`config.mk`:
```
export PLATFORM = sky130hd
export DESIGN_NAME = alu_seq_flat
export DESIGN_NICKNAME = d
export VERILOG_FILES = /design/src/rtl/alu_seq_pkg.sv /design/src/rtl/alu_seq_if.sv /design/src/rtl/alu_seq_flags.sv /design/src/rtl/alu_seq.sv /design/src/flat_wrapper.sv
export SDC_FILE = /design/constraint.sdc
export NUM_CORES = 1
export LEC_CHECK = 0
export ABC_AREA = 1
export CAP_MARGIN = 10
export CORE_MARGIN = 2
export CORE_UTILIZATION = 50
export CTS_CLUSTER_SIZE = 8
export DETAILED_ROUTE_END_ITERATION = 10
export GPL_TIMING_DRIVEN = 0
export HOLD_SLACK_MARGIN = 0.03
export PLACE_DENSITY = 0.72
export SLEW_MARGIN = 5
export SYNTH_ARGS = -nofsm -noshare
export SYNTH_HDL_FRONTEND = slang
export SYNTH_SLANG_ARGS = --single-unit
```
`constraint.sdc`:
```
create_clock -name clk -period 4.1 [get_ports clk]
set_clock_uncertainty 0.15 [all_clocks]
set_input_delay 0.41 -clock clk [delete_from_list [all_inputs] [get_ports clk]]
set_output_delay 0.41 -clock clk [all_outputs]
set_load 0.05 [all_outputs]
```
`src/rtl/alu_seq_pkg.sv`:
```
// rtl/alu_seq_pkg.sv - opcodes, FSM states, flag bundle and width helpers for alu_seq
// Build option: ALU_SEQ_MUL_EN enables the shift-add multiplier (op 0010).
package alu_seq_pkg;

    localparam int ALU_WIDTH = 8;

    typedef enum logic [3:0] {
        OP_ADD = 4'b0000,
        OP_SUB = 4'b0001,
        OP_MUL = 4'b0010,
        OP_NEG = 4'b0011,
        OP_AND = 4'b1000,
        OP_XOR = 4'b1001,
        OP_OR  = 4'b1010,
        OP_NOT = 4'b1011,
        OP_ROR = 4'b1100,
        OP_ROL = 4'b1101,
        OP_SHR = 4'b1110,
        OP_SHL = 4'b1111
    } op_e;

    typedef enum logic [1:0] {
        S_IDLE,
        S_BUSY,
        S_DONE
    } state_e;

    typedef struct packed {
        logic carry;
        logic zero;
        logic negative;
        logic overflow;
        logic err;
        logic a_eq_b;
        logic a_gt_b;
        logic a_lt_b;
    } flags_t;

    function automatic int shamt_w(input int width);
        return $clog2(width);
    endfunction

    function automatic logic op_legal(input logic [3:0] op);
`ifdef ALU_SEQ_MUL_EN
        return op[3:2] != 2'b01;
`else
        return (op[3:2] != 2'b01) && (op != OP_MUL);
`endif
    endfunction

endpackage

```
`src/rtl/alu_seq_if.sv`:
```
// rtl/alu_seq_if.sv - request/result handshake bundle for alu_seq
interface alu_seq_if import alu_seq_pkg::*; #(
    parameter int WIDTH = ALU_WIDTH
);
    logic             in_valid;
    logic             in_ready;
    logic [WIDTH-1:0] a;
    logic [WIDTH-1:0] b;
    logic             cin;
    logic [3:0]       op;
    logic             out_valid;
    logic             out_ready;
    logic [WIDTH-1:0] f;
    logic             carry;
    logic             zero;
    logic             negative;
    logic             overflow;
    logic             err;
    logic             a_eq_b;
    logic             a_gt_b;
    logic             a_lt_b;

    modport master (
        output in_valid, a, b, cin, op, out_ready,
        input  in_ready, out_valid, f, carry, zero, negative, overflow, err,
               a_eq_b, a_gt_b, a_lt_b
    );

    modport slave (
        input  in_valid, a, b, cin, op, out_ready,
        output in_ready, out_valid, f, carry, zero, negative, overflow, err,
               a_eq_b, a_gt_b, a_lt_b
    );
endinterface

```
`src/rtl/alu_seq_flags.sv`:
```
// rtl/alu_seq_flags.sv - combinational status/compare flag generation from result and operands
module alu_seq_flags import alu_seq_pkg::*; #(
    parameter int WIDTH = ALU_WIDTH
) (
    input  logic [3:0]       op,
    input  logic [WIDTH-1:0] a,
    input  logic [WIDTH-1:0] b,
    input  logic             cin,
    input  logic [WIDTH-1:0] res,
    input  logic             ext_carry,
    output flags_t           flags
);
    localparam int M = WIDTH - 1;
    localparam logic [WIDTH-1:0] MOST_NEG = {1'b1, {(WIDTH-1){1'b0}}};

    always_comb begin
        flags        = '0;
        flags.a_eq_b = (a == b);
        flags.a_gt_b = (a > b);
        flags.a_lt_b = (a < b);
        if (!op_legal(op)) begin
            flags.err = 1'b1;
        end else begin
            flags.zero     = (res == '0);
            flags.negative = res[M];
            case (op)
                OP_ADD: begin
                    // msb carry-in recovered from the sum bit, so no second adder is needed
                    flags.carry    = (a[M] & b[M]) | ((a[M] ^ b[M]) & ~res[M]) | (cin & 1'b0);
                    flags.overflow = (a[M] == b[M]) && (res[M] != a[M]);
                end
                OP_SUB: begin
                    flags.carry    = (a < b);
                    flags.overflow = (a[M] != b[M]) && (res[M] != a[M]);
                end
                OP_NEG: begin
                    flags.carry    = (b != '0);
                    flags.overflow = (b == MOST_NEG);
                end
                OP_MUL, OP_SHR, OP_SHL: flags.carry = ext_carry;
                default: ;
            endcase
        end
    end
endmodule

```
`src/rtl/alu_seq.sv`:
```
// rtl/alu_seq.sv - sequential ALU: single-cycle arithmetic/logic, bit-serial shifts, shift-add MUL
// Build option: ALU_SEQ_MUL_EN enables MUL; without it op 0010 is reported as illegal.
module alu_seq import alu_seq_pkg::*; #(
    parameter int WIDTH = ALU_WIDTH
) (
    input logic       clk,
    input logic       rst,
    alu_seq_if.slave  bus
);
    localparam int SH_W  = shamt_w(WIDTH);
    localparam int CNT_W = SH_W + 1;

    state_e           state;
    logic [WIDTH-1:0] a_r, b_r, acc, f_r;
    logic             cin_r, out_valid_r;
    logic [3:0]       op_r;
    logic [CNT_W-1:0] cnt;
    flags_t           flg_r, flg;

    logic [SH_W-1:0]  amt;
    logic             go_busy, in_idle;
    logic [WIDTH-1:0] res_single, step_res, busy_res, res_sel;
    logic             step_out, busy_carry;

    assign amt     = bus.b[SH_W-1:0];
    assign in_idle = (state == S_IDLE);

    assign bus.in_ready  = in_idle && !rst;
    assign bus.out_valid = out_valid_r;
    assign bus.f         = f_r;
    assign bus.carry     = flg_r.carry;
    assign bus.zero      = flg_r.zero;
    assign bus.negative  = flg_r.negative;
    assign bus.overflow  = flg_r.overflow;
    assign bus.err       = flg_r.err;
    assign bus.a_eq_b    = flg_r.a_eq_b;
    assign bus.a_gt_b    = flg_r.a_gt_b;
    assign bus.a_lt_b    = flg_r.a_lt_b;

    always_comb begin
        res_single = '0;
        case (bus.op)
            OP_ADD: res_single = bus.a + bus.b + WIDTH'(bus.cin);
            OP_SUB: res_single = bus.a - bus.b;
            OP_NEG: res_single = '0 - bus.b;
            OP_AND: res_single = bus.a & bus.b;
            OP_XOR: res_single = bus.a ^ bus.b;
            OP_OR:  res_single = bus.a | bus.b;
            OP_NOT: res_single = ~bus.b;
            OP_ROR, OP_ROL, OP_SHR, OP_SHL: res_single = bus.a;
            default: ;
        endcase
    end

    always_comb begin
        step_res = acc;
        step_out = 1'b0;
        case (op_r)
            OP_ROR: begin step_res = {acc[0], acc[WIDTH-1:1]};         step_out = acc[0];       end
            OP_ROL: begin step_res = {acc[WIDTH-2:0], acc[WIDTH-1]};   step_out = acc[WIDTH-1]; end
            OP_SHR: begin step_res = {1'b0, acc[WIDTH-1:1]};           step_out = acc[0];       end
            OP_SHL: begin step_res = {acc[WIDTH-2:0], 1'b0};           step_out = acc[WIDTH-1]; end
            default: ;
        endcase
    end

`ifdef ALU_SEQ_MUL_EN
    logic [2*WIDTH-1:0] prod, mc, prod_next;
    logic [WIDTH-1:0]   mpl;

    assign prod_next  = prod + (mpl[0] ? mc : '0);
    assign busy_res   = (op_r == OP_MUL) ? prod_next[WIDTH-1:0] : step_res;
    assign busy_carry = (op_r == OP_MUL) ? |prod_next[2*WIDTH-1:WIDTH] : step_out;
    assign go_busy    = ((bus.op[3:2] == 2'b11) && (amt != '0)) || (bus.op == OP_MUL);
`else
    assign busy_res   = step_res;
    assign busy_carry = step_out;
    assign go_busy    = (bus.op[3:2] == 2'b11) && (amt != '0);
`endif

    assign res_sel = in_idle ? res_single : busy_res;

    alu_seq_flags #(.WIDTH(WIDTH)) u_flags (
        .op        (in_idle ? bus.op  : op_r),
        .a         (in_idle ? bus.a   : a_r),
        .b         (in_idle ? bus.b   : b_r),
        .cin       (in_idle ? bus.cin : cin_r),
        .res       (res_sel),
        .ext_carry (in_idle ? 1'b0    : busy_carry),
        .flags     (flg)
    );

    always_ff @(posedge clk or posedge rst) begin
        if (rst) begin
            state       <= S_IDLE;
            a_r         <= '0;
            b_r         <= '0;
            cin_r       <= 1'b0;
            op_r        <= '0;
            acc         <= '0;
            cnt         <= '0;
            f_r         <= '0;
            flg_r       <= '0;
            out_valid_r <= 1'b0;
`ifdef ALU_SEQ_MUL_EN
            prod        <= '0;
            mc          <= '0;
            mpl         <= '0;
`endif
        end else begin
            case (state)
                S_IDLE: if (bus.in_valid) begin
                    a_r   <= bus.a;
                    b_r   <= bus.b;
                    cin_r <= bus.cin;
                    op_r  <= bus.op;
                    if (go_busy) begin
                        state <= S_BUSY;
                        acc   <= bus.a;
`ifdef ALU_SEQ_MUL_EN
                        prod  <= '0;
                        mc    <= {{WIDTH{1'b0}}, bus.a};
                        mpl   <= bus.b;
                        cnt   <= (bus.op == OP_MUL) ? CNT_W'(WIDTH) : {1'b0, amt};
`else
                        cnt   <= {1'b0, amt};
`endif
                    end else begin
                        f_r         <= res_sel;
                        flg_r       <= flg;
                        out_valid_r <= 1'b1;
                        state       <= S_DONE;
                    end
                end
                S_BUSY: begin
                    acc <= step_res;
                    cnt <= cnt - 1'b1;
`ifdef ALU_SEQ_MUL_EN
                    prod <= prod_next;
                    mc   <= mc << 1;
                    mpl  <= mpl >> 1;
`endif
                    // the last step's result is committed directly, saving a cycle
                    if (cnt == CNT_W'(1)) begin
                        f_r         <= res_sel;
                        flg_r       <= flg;
                        out_valid_r <= 1'b1;
                        state       <= S_DONE;
                    end
                end
                S_DONE: if (bus.out_ready) begin
                    out_valid_r <= 1'b0;
                    state       <= S_IDLE;
                end
                default: state <= S_IDLE;
            endcase
        end
    end
endmodule
```
`src/flat_wrapper.sv`:
```
// flat-port wrapper written by rule: the top's interface ports become plain ports
module alu_seq_flat import alu_seq_pkg::*;
#(
    parameter int WIDTH = ALU_WIDTH
)
  (clk, rst, bus_in_valid, bus_a, bus_b, bus_cin, bus_op, bus_out_ready, bus_in_ready, bus_out_valid, bus_f, bus_carry, bus_zero, bus_negative, bus_overflow, bus_err, bus_a_eq_b, bus_a_gt_b, bus_a_lt_b);
  alu_seq_if #(.WIDTH(WIDTH)) bus_i ();
  input logic clk;
  input logic rst;
  input wire logic [$bits(bus_i.in_valid)-1:0] bus_in_valid;
  input wire logic [$bits(bus_i.a)-1:0] bus_a;
  input wire logic [$bits(bus_i.b)-1:0] bus_b;
  input wire logic [$bits(bus_i.cin)-1:0] bus_cin;
  input wire logic [$bits(bus_i.op)-1:0] bus_op;
  input wire logic [$bits(bus_i.out_ready)-1:0] bus_out_ready;
  output wire logic [$bits(bus_i.in_ready)-1:0] bus_in_ready;
  output wire logic [$bits(bus_i.out_valid)-1:0] bus_out_valid;
  output wire logic [$bits(bus_i.f)-1:0] bus_f;
  output wire logic [$bits(bus_i.carry)-1:0] bus_carry;
  output wire logic [$bits(bus_i.zero)-1:0] bus_zero;
  output wire logic [$bits(bus_i.negative)-1:0] bus_negative;
  output wire logic [$bits(bus_i.overflow)-1:0] bus_overflow;
  output wire logic [$bits(bus_i.err)-1:0] bus_err;
  output wire logic [$bits(bus_i.a_eq_b)-1:0] bus_a_eq_b;
  output wire logic [$bits(bus_i.a_gt_b)-1:0] bus_a_gt_b;
  output wire logic [$bits(bus_i.a_lt_b)-1:0] bus_a_lt_b;
  assign bus_i.in_valid = bus_in_valid;
  assign bus_i.a = bus_a;
  assign bus_i.b = bus_b;
  assign bus_i.cin = bus_cin;
  assign bus_i.op = bus_op;
  assign bus_i.out_ready = bus_out_ready;
  assign bus_in_ready = bus_i.in_ready;
  assign bus_out_valid = bus_i.out_valid;
  assign bus_f = bus_i.f;
  assign bus_carry = bus_i.carry;
  assign bus_zero = bus_i.zero;
  assign bus_negative = bus_i.negative;
  assign bus_overflow = bus_i.overflow;
  assign bus_err = bus_i.err;
  assign bus_a_eq_b = bus_i.a_eq_b;
  assign bus_a_gt_b = bus_i.a_gt_b;
  assign bus_a_lt_b = bus_i.a_lt_b;
  alu_seq #(.WIDTH(WIDTH)) u_core (.clk(clk), .rst(rst), .bus(bus_i));
endmodule
```
# Word-level counts from Yosys, hierarchy flattened
# Index checks and enable logic that the tools add are counted.
[totals]
register_bits = 51
input_bits = 25
out_inout_bits = 18
word_cells = 126
[classes]
addsub = 5
n_lt_le_gt_ge = 2
eq_ne = 35
muxes = 36
n_bitwise = 9
n_reduce_logical = 23
[ops]
columns = ["operator", "count"]
rows = [
  ["two-way mux 8 bit", 11],
  ["case mux 8 bit (8 select lines)", 1],
  ["== test 4 bit, second input constant", 14],
  ["case mux 8 bit (2 select lines)", 3],
  ["case mux 8 bit (4 select lines)", 1],
  ["two-way mux 4 bit", 4],
  ["== test 4 x 1 -> 1 bit, second input constant", 3],
  ["== test 4 x 2 -> 1 bit, second input constant", 3],
  ["adder 8 x 1 -> 8 bit", 1],
  ["adder 8 bit", 1],
  ["AND 8 bit", 1],
  ["== test 8 bit", 1],
  ["== test 8 bit, second input constant", 1],
  ["greater-than comparator 8 bit", 1],
  ["logical NOT 4 bit", 2],
  ["logical NOT 8 bit", 1],
  ["less-than comparator 8 bit", 1],
  ["two-way mux 2 bit", 4],
  ["inverter 8 bit", 1],
  ["bitwise OR 8 bit", 1],
  ["case mux 4 bit (2 select lines)", 1],
  ["nonzero test 8 bit", 1],
  ["subtractor 1 x 8 -> 8 bit, first input constant", 1],
  ["subtractor 8 bit", 1],
  ["other kinds (30)", 50],
]

# Longest topological paths before layout
[depth]
depth_word = 12
mapped_depth = 21
depth_no_buf = 21

# Hierarchy
# Synthesis repeated with hierarchy kept, for this count alone.
[hier_totals]
cells_unflattened = 643
hier_area_um2 = 4285.4
[by_module_without_submodules]
columns = ["mod", "n_inst", "cells_per_inst", "area_per_inst_um2", "seq_area_each_um2"]
rows = [
  ["alu_seq", 1, 562, 3833.7, 1301.2],
  ["alu_seq_flags", 1, 81, 451.7, 0.0],
]

# Least setup slack after synthesis
# OpenSTA, ideal clock, no wires.
[synth_path]
path_type = "register to register"
start = "register u_core.state[1]"
end = "register u_core.flg_r, in the netlist u_core.bus.carry"
setup_time_ns = 0.118
arrival_time_ns = 2.274
required_ns = 3.832
path_slack_ns = 1.559
path_stages_with_launch = 18
path_buffers = 2
period_less_slack_ns = 2.541
cell_sequence = "dfrtp_1 -> nor2_4 -> inv_4 -> clkbuf_1 -> clkbuf_1 -> o21ai_0 -> ha_1 -> nand2_1 -> inv_1 -> nand2_1 -> o211ai_1 -> nand2_1 -> nand3_1 -> o31ai_1 -> nor2_1 -> nand2_1 -> nand2_1 -> nand2_1"
[synth_between]
elab_chain_len = 10
word_cells_on_any_way = 35
classes_between = "order compare: 1; eq/ne: 11; mux: 11; bitwise: 5; reduce/logical: 7"
[synth_lines]
columns = ["element", "line_no", "text"]
rows = [
  ["from (decl)", "alu_seq.sv:13", "state_e state;"],
  ["from (signal assigned)", "alu_seq.sv:95", "state <= S_IDLE;"],
  ["from (signal assigned)", "alu_seq.sv:118", "state <= S_BUSY;"],
  ["from (signal assigned)", "alu_seq.sv:132", "state <= S_DONE;"],
  ["branches (longest 10 deep; another with less-than comparator 8 bit)", "n/a", ""],
  ["to (signal assigned)", "alu_seq.sv:130", "flg_r <= flg;"],
  ["to (signal assigned)", "alu_seq.sv:146", "flg_r <= flg;"],
  ["to (decl)", "alu_seq.sv:18", "flags_t flg_r, flg;"],
]
# Parallel ways; which one is timed is not known. The select of a mux whose other input is x is not followed.
# A chain may end at the register's enable or synchronous reset.

# Final worst setup path
[layout_path]
start = "input port bus_op[2]"
end = "register u_core.flg_r, in the netlist u_core.bus.zero"
[layout_between]
elab_chain_len = 9
word_cells_on_any_way = 28
classes_between = "eq/ne: 14; mux: 8; reduce/logical: 6"
[layout_lines]
columns = ["element", "line_no", "text"]
rows = [
  ["from (decl)", "flat_wrapper.sv:14", "input wire logic [$bits(bus_i.op)-1:0] bus_op;"],
  ["== test 4 bit", "alu_seq.sv:42", "case (bus.op)"],
  ["OR reduction 4 bit", "alu_seq.sv:42", ""],
  ["case mux 8 bit (8 select lines)", "alu_seq.sv:42", ""],
  ["two-way mux 8 bit", "alu_seq.sv:81", "assign res_sel = in_idle ? res_single : busy_res;"],
  ["logical NOT 8 bit", "alu_seq_flags.sv:24", "flags.zero = (res == '0);"],
  ["two-way mux 4 bit", "alu_seq_flags.sv:21", "if (!op_legal(op)) begin"],
  ["two-way mux 8 bit", "alu_seq.sv:117", "if (go_busy) begin"],
  ["two-way mux 8 bit", "alu_seq.sv:112", "S_IDLE: if (bus.in_valid) begin"],
  ["case mux 8 bit (2 select lines)", "alu_seq.sv:111", "case (state)"],
]
# Parallel ways exist; a longest one is shown, timed or not. The select of a mux whose other input is x is not followed.

==> summary by stage <==
Route
The total wire length is 11,600 um. The count of antenna-violating nets left after detailed routing is 0. The first TritonRoute pass finished after 5 iterations. The average via count per standard cell is 5.59. The final route contains 4,187 vias. The number of DRC violations after detailed routing is 0. After detailed routing, the average wire length per cell comes to 15.5 um.

The number of DRC markers after the initial detailed-route iteration is 293.

Floorplanning
The die is 94.5 um tall. The die covers 8940 sq um. The initial utilization of the core area, before any placement, comes to 0.506. The floorplan step set the die width to 94.5 um. The standard-cell row count is 33. The number of ports placed on the die boundary is 43. In this run the standard cell core region covers 8090 sq um.

Pwr
Cell internal power was estimated by the tool at 1.61 mW. In this run the power density over the cells is 705 nW/um^2. In this run the power spent charging and discharging nets is 1.74 mW. The clock network fraction of design power is 0.086.

The share of total power consumed by net switching is 0.518. Summed over all cells, the static leakage comes to 2.40 nW. Of the total power, combinational logic draws 0.648. The part of the total power dissipated in sequential elements is 0.266.

The worst-case IR drop observed on VDD is 212 uV.

CTS
In this run the deepest clock path goes through 2 buffers. In this run the post-CTS setup repair buffer count came out at 0. The maximum level of the CTS H-tree is 2. Counting every sink on the clock net gives 51. In this run, CTS created clock tree buffers numbering 5. After clock tree synthesis, the clock-pin slew on the worst setup and hold paths is 0.09 ns. The number of buffers inserted by hold repair at cts is 0. The clock insertion delay at the later pin of the skew report is 0.31 ns. The number of instances resized during post-cts repair is 0.

The cell chosen for the clock root is sky130_fd_sc_hd__clkbuf_8. The TritonCTS clock tree is yes.

Place
After detailed placement, the total cell area comes to 4670 sq um. The number of input and output port buffers inserted is 42. The post-placement setup slack is 0.424 ns.

Routability-driven placement finished with a final weighted congestion of 0.956. The total placed cells including tap cells is 741. The sum of net half-perimeters after detailed placement is 9070 um.

STA
The number of max-slew violations in the final report came to 0. The measured slew at the worst slew-check pin is 0.623 ns. The count of final hold-check violations is 0. In the finished design, the share of the clock period the worst path needs comes to 0.843.

The highest clock frequency the design can meet is 289 MHz. The final setup slack of the worst path is 0.643 ns. The final setup TNS is 0 ns.

The worst path needs 3.46 ns of the cycle, external delays included. The relative max-transition margin is 0.585. Setup repair after global routing left no endpoint under its margin. Setup violations remaining at the end of the flow were counted as 0.

Yosys
Of the total synthesized cell area, the portion taken by XOR and XNOR cells is 0.0107. The fraction of the mapped netlist area in compound gates is 0.176. The dominant cell type by area after synthesis is sky130_fd_sc_hd__dfrtp_1.

The fraction of the mapped netlist area in simple logic gates is 0.283. The synthesized area is 4100 sq um. Dividing the synthesized area by the synthesized cell count gives 6.91 sq um. Ranked by instance count, the synthesized netlist is headed by sky130_fd_sc_hd__nand2_1, sky130_fd_sc_hd__inv_1, sky130_fd_sc_hd__o21ai_0.

The count of state elements after synthesis is 51. The multiplexer fraction of the synthesized cell area is 0.00733. The most used flip-flop cell after synthesis is sky130_fd_sc_hd__dfrtp_1. Of the total synthesized cell area, the portion taken by full adders, half adders and majority gates is 0.118.

In this run, distinct cell masters in the synthesized netlist total 38. The portion of synthesized cell area occupied by the leading cell type is 0.311. Counting every instance in the synthesized netlist gives 593. Sorting the synthesized cells by area gives the leading types as sky130_fd_sc_hd__dfrtp_1, sky130_fd_sc_hd__nand2_1, sky130_fd_sc_hd__ha_1, sky130_fd_sc_hd__inv_1, sky130_fd_sc_hd__o21ai_0. The total of warnings raised by yosys is 0. The register area share after synthesis is 0.311.

For this run, asynchronously set or reset flops after synthesis account for 1.00. Yosys mapped a number of flops with a built-in enable equal to 0. When the netlist entered floorplanning its net count stood at 655. The cell with the most instances after synthesis is sky130_fd_sc_hd__nand2_1. The dominant combinational cell family by area after synthesis is simple AND/OR/NAND/NOR gates.

Job
The total of max-cap violations is 0.

Worst setup path
The reg-to-reg setup timing slack is 0.97 ns. The required time of the critical path is 4.20 ns. The worst setup path endpoint is u_core.bus.zero. The critical path starts at bus_op[2]. The type of element capturing the critical path is a register. The classification of the worst setup path is in -> reg. Data on the critical path arrives at its endpoint at 3.56 ns. Of all nets on the critical path, the largest fanout is 6.

The endpoint identified for the worst register-to-register timing path is u_core.bus.carry. The worst reg2reg path startpoint is u_core.state[1]. The number of cells on the worst reg-to-reg path is 17.

The startpoint type of the worst setup path is a primary input.

GRT
Across every metal layer, demand over resource in global routing totals 0.270. The first global-routing pass estimated 18,700 um of wire. The via count of the first global-routing pass is 3,708. The number of antenna violations at the first check in global routing came to 0. Entering global routing, the biggest net connects 39 pins. Global routing finished with a remaining overflow of 0.

Cells and area
The filler cell count in the final layout is 795. The post-layout instance count excluding filler cells is 749. After the last flow step, the layout net total stands at 705. The number of antenna cells inserted is 0. The final core utilization is 0.588. The share of cells above drive strength 1 is 0.0419. The final cell area excluding filler cells is 4760 sq um. Compared with the post-synthesis result, the final layout area differs by 16.0%.

Min path
The tightest min-delay check is of the in -> async type.

Status
The run finished with clean final reports.
==> layout by cell type, fill, tap and decap left out, types with 3 or more instances in the layout <==
cell type	count
sky130_fd_sc_hd__a21oi_1	19
sky130_fd_sc_hd__buf_2	4
sky130_fd_sc_hd__clkbuf_1	8
sky130_fd_sc_hd__clkbuf_8	5
sky130_fd_sc_hd__clkdlybuf4s50_1	42
sky130_fd_sc_hd__dfrtp_1	51
sky130_fd_sc_hd__fa_1	3
sky130_fd_sc_hd__ha_1	34
sky130_fd_sc_hd__inv_1	75
sky130_fd_sc_hd__inv_2	6
sky130_fd_sc_hd__mux2i_1	3
sky130_fd_sc_hd__nand2_1	174
sky130_fd_sc_hd__nand3_1	39
sky130_fd_sc_hd__nand4_1	6
sky130_fd_sc_hd__nor2_1	47
sky130_fd_sc_hd__nor3_1	5
sky130_fd_sc_hd__o211ai_1	5
sky130_fd_sc_hd__o21ai_0	53
sky130_fd_sc_hd__o21ai_1	5
sky130_fd_sc_hd__o221ai_1	14
sky130_fd_sc_hd__o22ai_1	12
sky130_fd_sc_hd__o31ai_1	3
sky130_fd_sc_hd__xor2_1	3
==> worst min-delay path by stage <==
stage	endpoint	startpoint	slack, ns	cells after the start
2_1_floorplan	u_core.a_r[0]	u_core.a_r[0]	0.30	2
3_5_place_dp	u_core.a_r[7]	u_core.a_r[7]	0.32	2
4_1_cts	u_core.a_r[6]	rst	0.25	2
5_1_grt	u_core.bus.a_eq_b	rst	0.27	2
6_report	u_core.bus.a_eq_b	rst	0.24	2
3_3_place_gp	u_core.a_r[7]	u_core.a_r[7]	0.31	2
==> flip-flops by register name (all words and copies together), names as in the netlist <==
name,count
u_core.state,2
u_core.bus.zero,1
u_core.bus.a_gt_b,1
u_core.acc,8
u_core.a_r,8
u_core.b_r,8
u_core.bus.overflow,1
u_core.bus.a_lt_b,1
u_core.cnt,4
u_core.bus.f,8
u_core.bus.err,1
u_core.bus.carry,1
u_core.bus.a_eq_b,1
u_core.op_r,4
u_core.bus.out_valid,1
u_core.bus.negative,1
==> final cells by class <==
type / count / area [sq um] / share of cell area
Buffer: 13 / 68.8 / 0.0145
Clock inverter: 2 / 12.5 / 0.00263
Tap cell: 105 / 131 / 0.0276
Clock buffer: 6 / 72.6 / 0.0153
Inverter: 83 / 314 / 0.0660
Multi-Input combinational cell: 446 / 2440 / 0.513
Timing Repair Buffer: 43 / 440 / 0.0926
Sequential cell: 51 / 1280 / 0.268
==> worst max-delay path, cell delays in order <==
cell,delay [ns]
sky130_fd_sc_hd__clkdlybuf4s50_1,0.66
sky130_fd_sc_hd__nor2_1,0.12
sky130_fd_sc_hd__nand2_1,0.21
sky130_fd_sc_hd__inv_1,0.16
sky130_fd_sc_hd__nor2_1,0.16
sky130_fd_sc_hd__inv_1,0.07
sky130_fd_sc_hd__fa_1,0.43
sky130_fd_sc_hd__inv_1,0.09
sky130_fd_sc_hd__nand3_1,0.07
sky130_fd_sc_hd__nand2_1,0.09
sky130_fd_sc_hd__a21oi_1,0.06
sky130_fd_sc_hd__o21ai_0,0.16
sky130_fd_sc_hd__nand3_1,0.16
sky130_fd_sc_hd__a21boi_0,0.33
sky130_fd_sc_hd__nand3_1,0.13
sky130_fd_sc_hd__nor2_1,0.11
sky130_fd_sc_hd__nand3_1,0.07
sky130_fd_sc_hd__nand2_1,0.06
==> logic make-up after synthesis <==
family,after synthesis
simple gates,280
xor+xnor,5
fa+ha+maj,37
mux,3
buf+inv,96
compound gates,121
flops,51
==> power by group through the flow <==
stage | Sequential, mW | Clock [mW] | Combinational [mW]
3_3_place_gp | 0.886 | 0 | 2.09
2_1_floorplan | 1.12 | 0 | 1.34
5_1_grt | 0.920 | 0.314 | 2.44
6_report | 0.892 | 0.289 | 2.17
3_5_place_dp | 0.898 | 0 | 2.15
4_1_cts | 0.890 | 0.295 | 2.16
==> metal layers <==
| metal | routed length (um) | track usage |
|---|---|---|
| met5 | 0 | 0 |
| met4 | 361 | 0.0954 |
| met3 | 728 | 0.0367 |
| met2 | 5290 | 0.440 |
| met1 | 5200 | 0.370 |
==> stage by stage <==
stage / hold slack [ns] / power, mW
floorplan: 0.298 / 2.46
global placement: 0.311 / 2.97
detailed placement: 0.318 / 3.05
CTS: 0.248 / 3.34
global route: 0.267 / 3.67
finish: 0.239 / 3.35
Power figures use the tool's default switching activity.
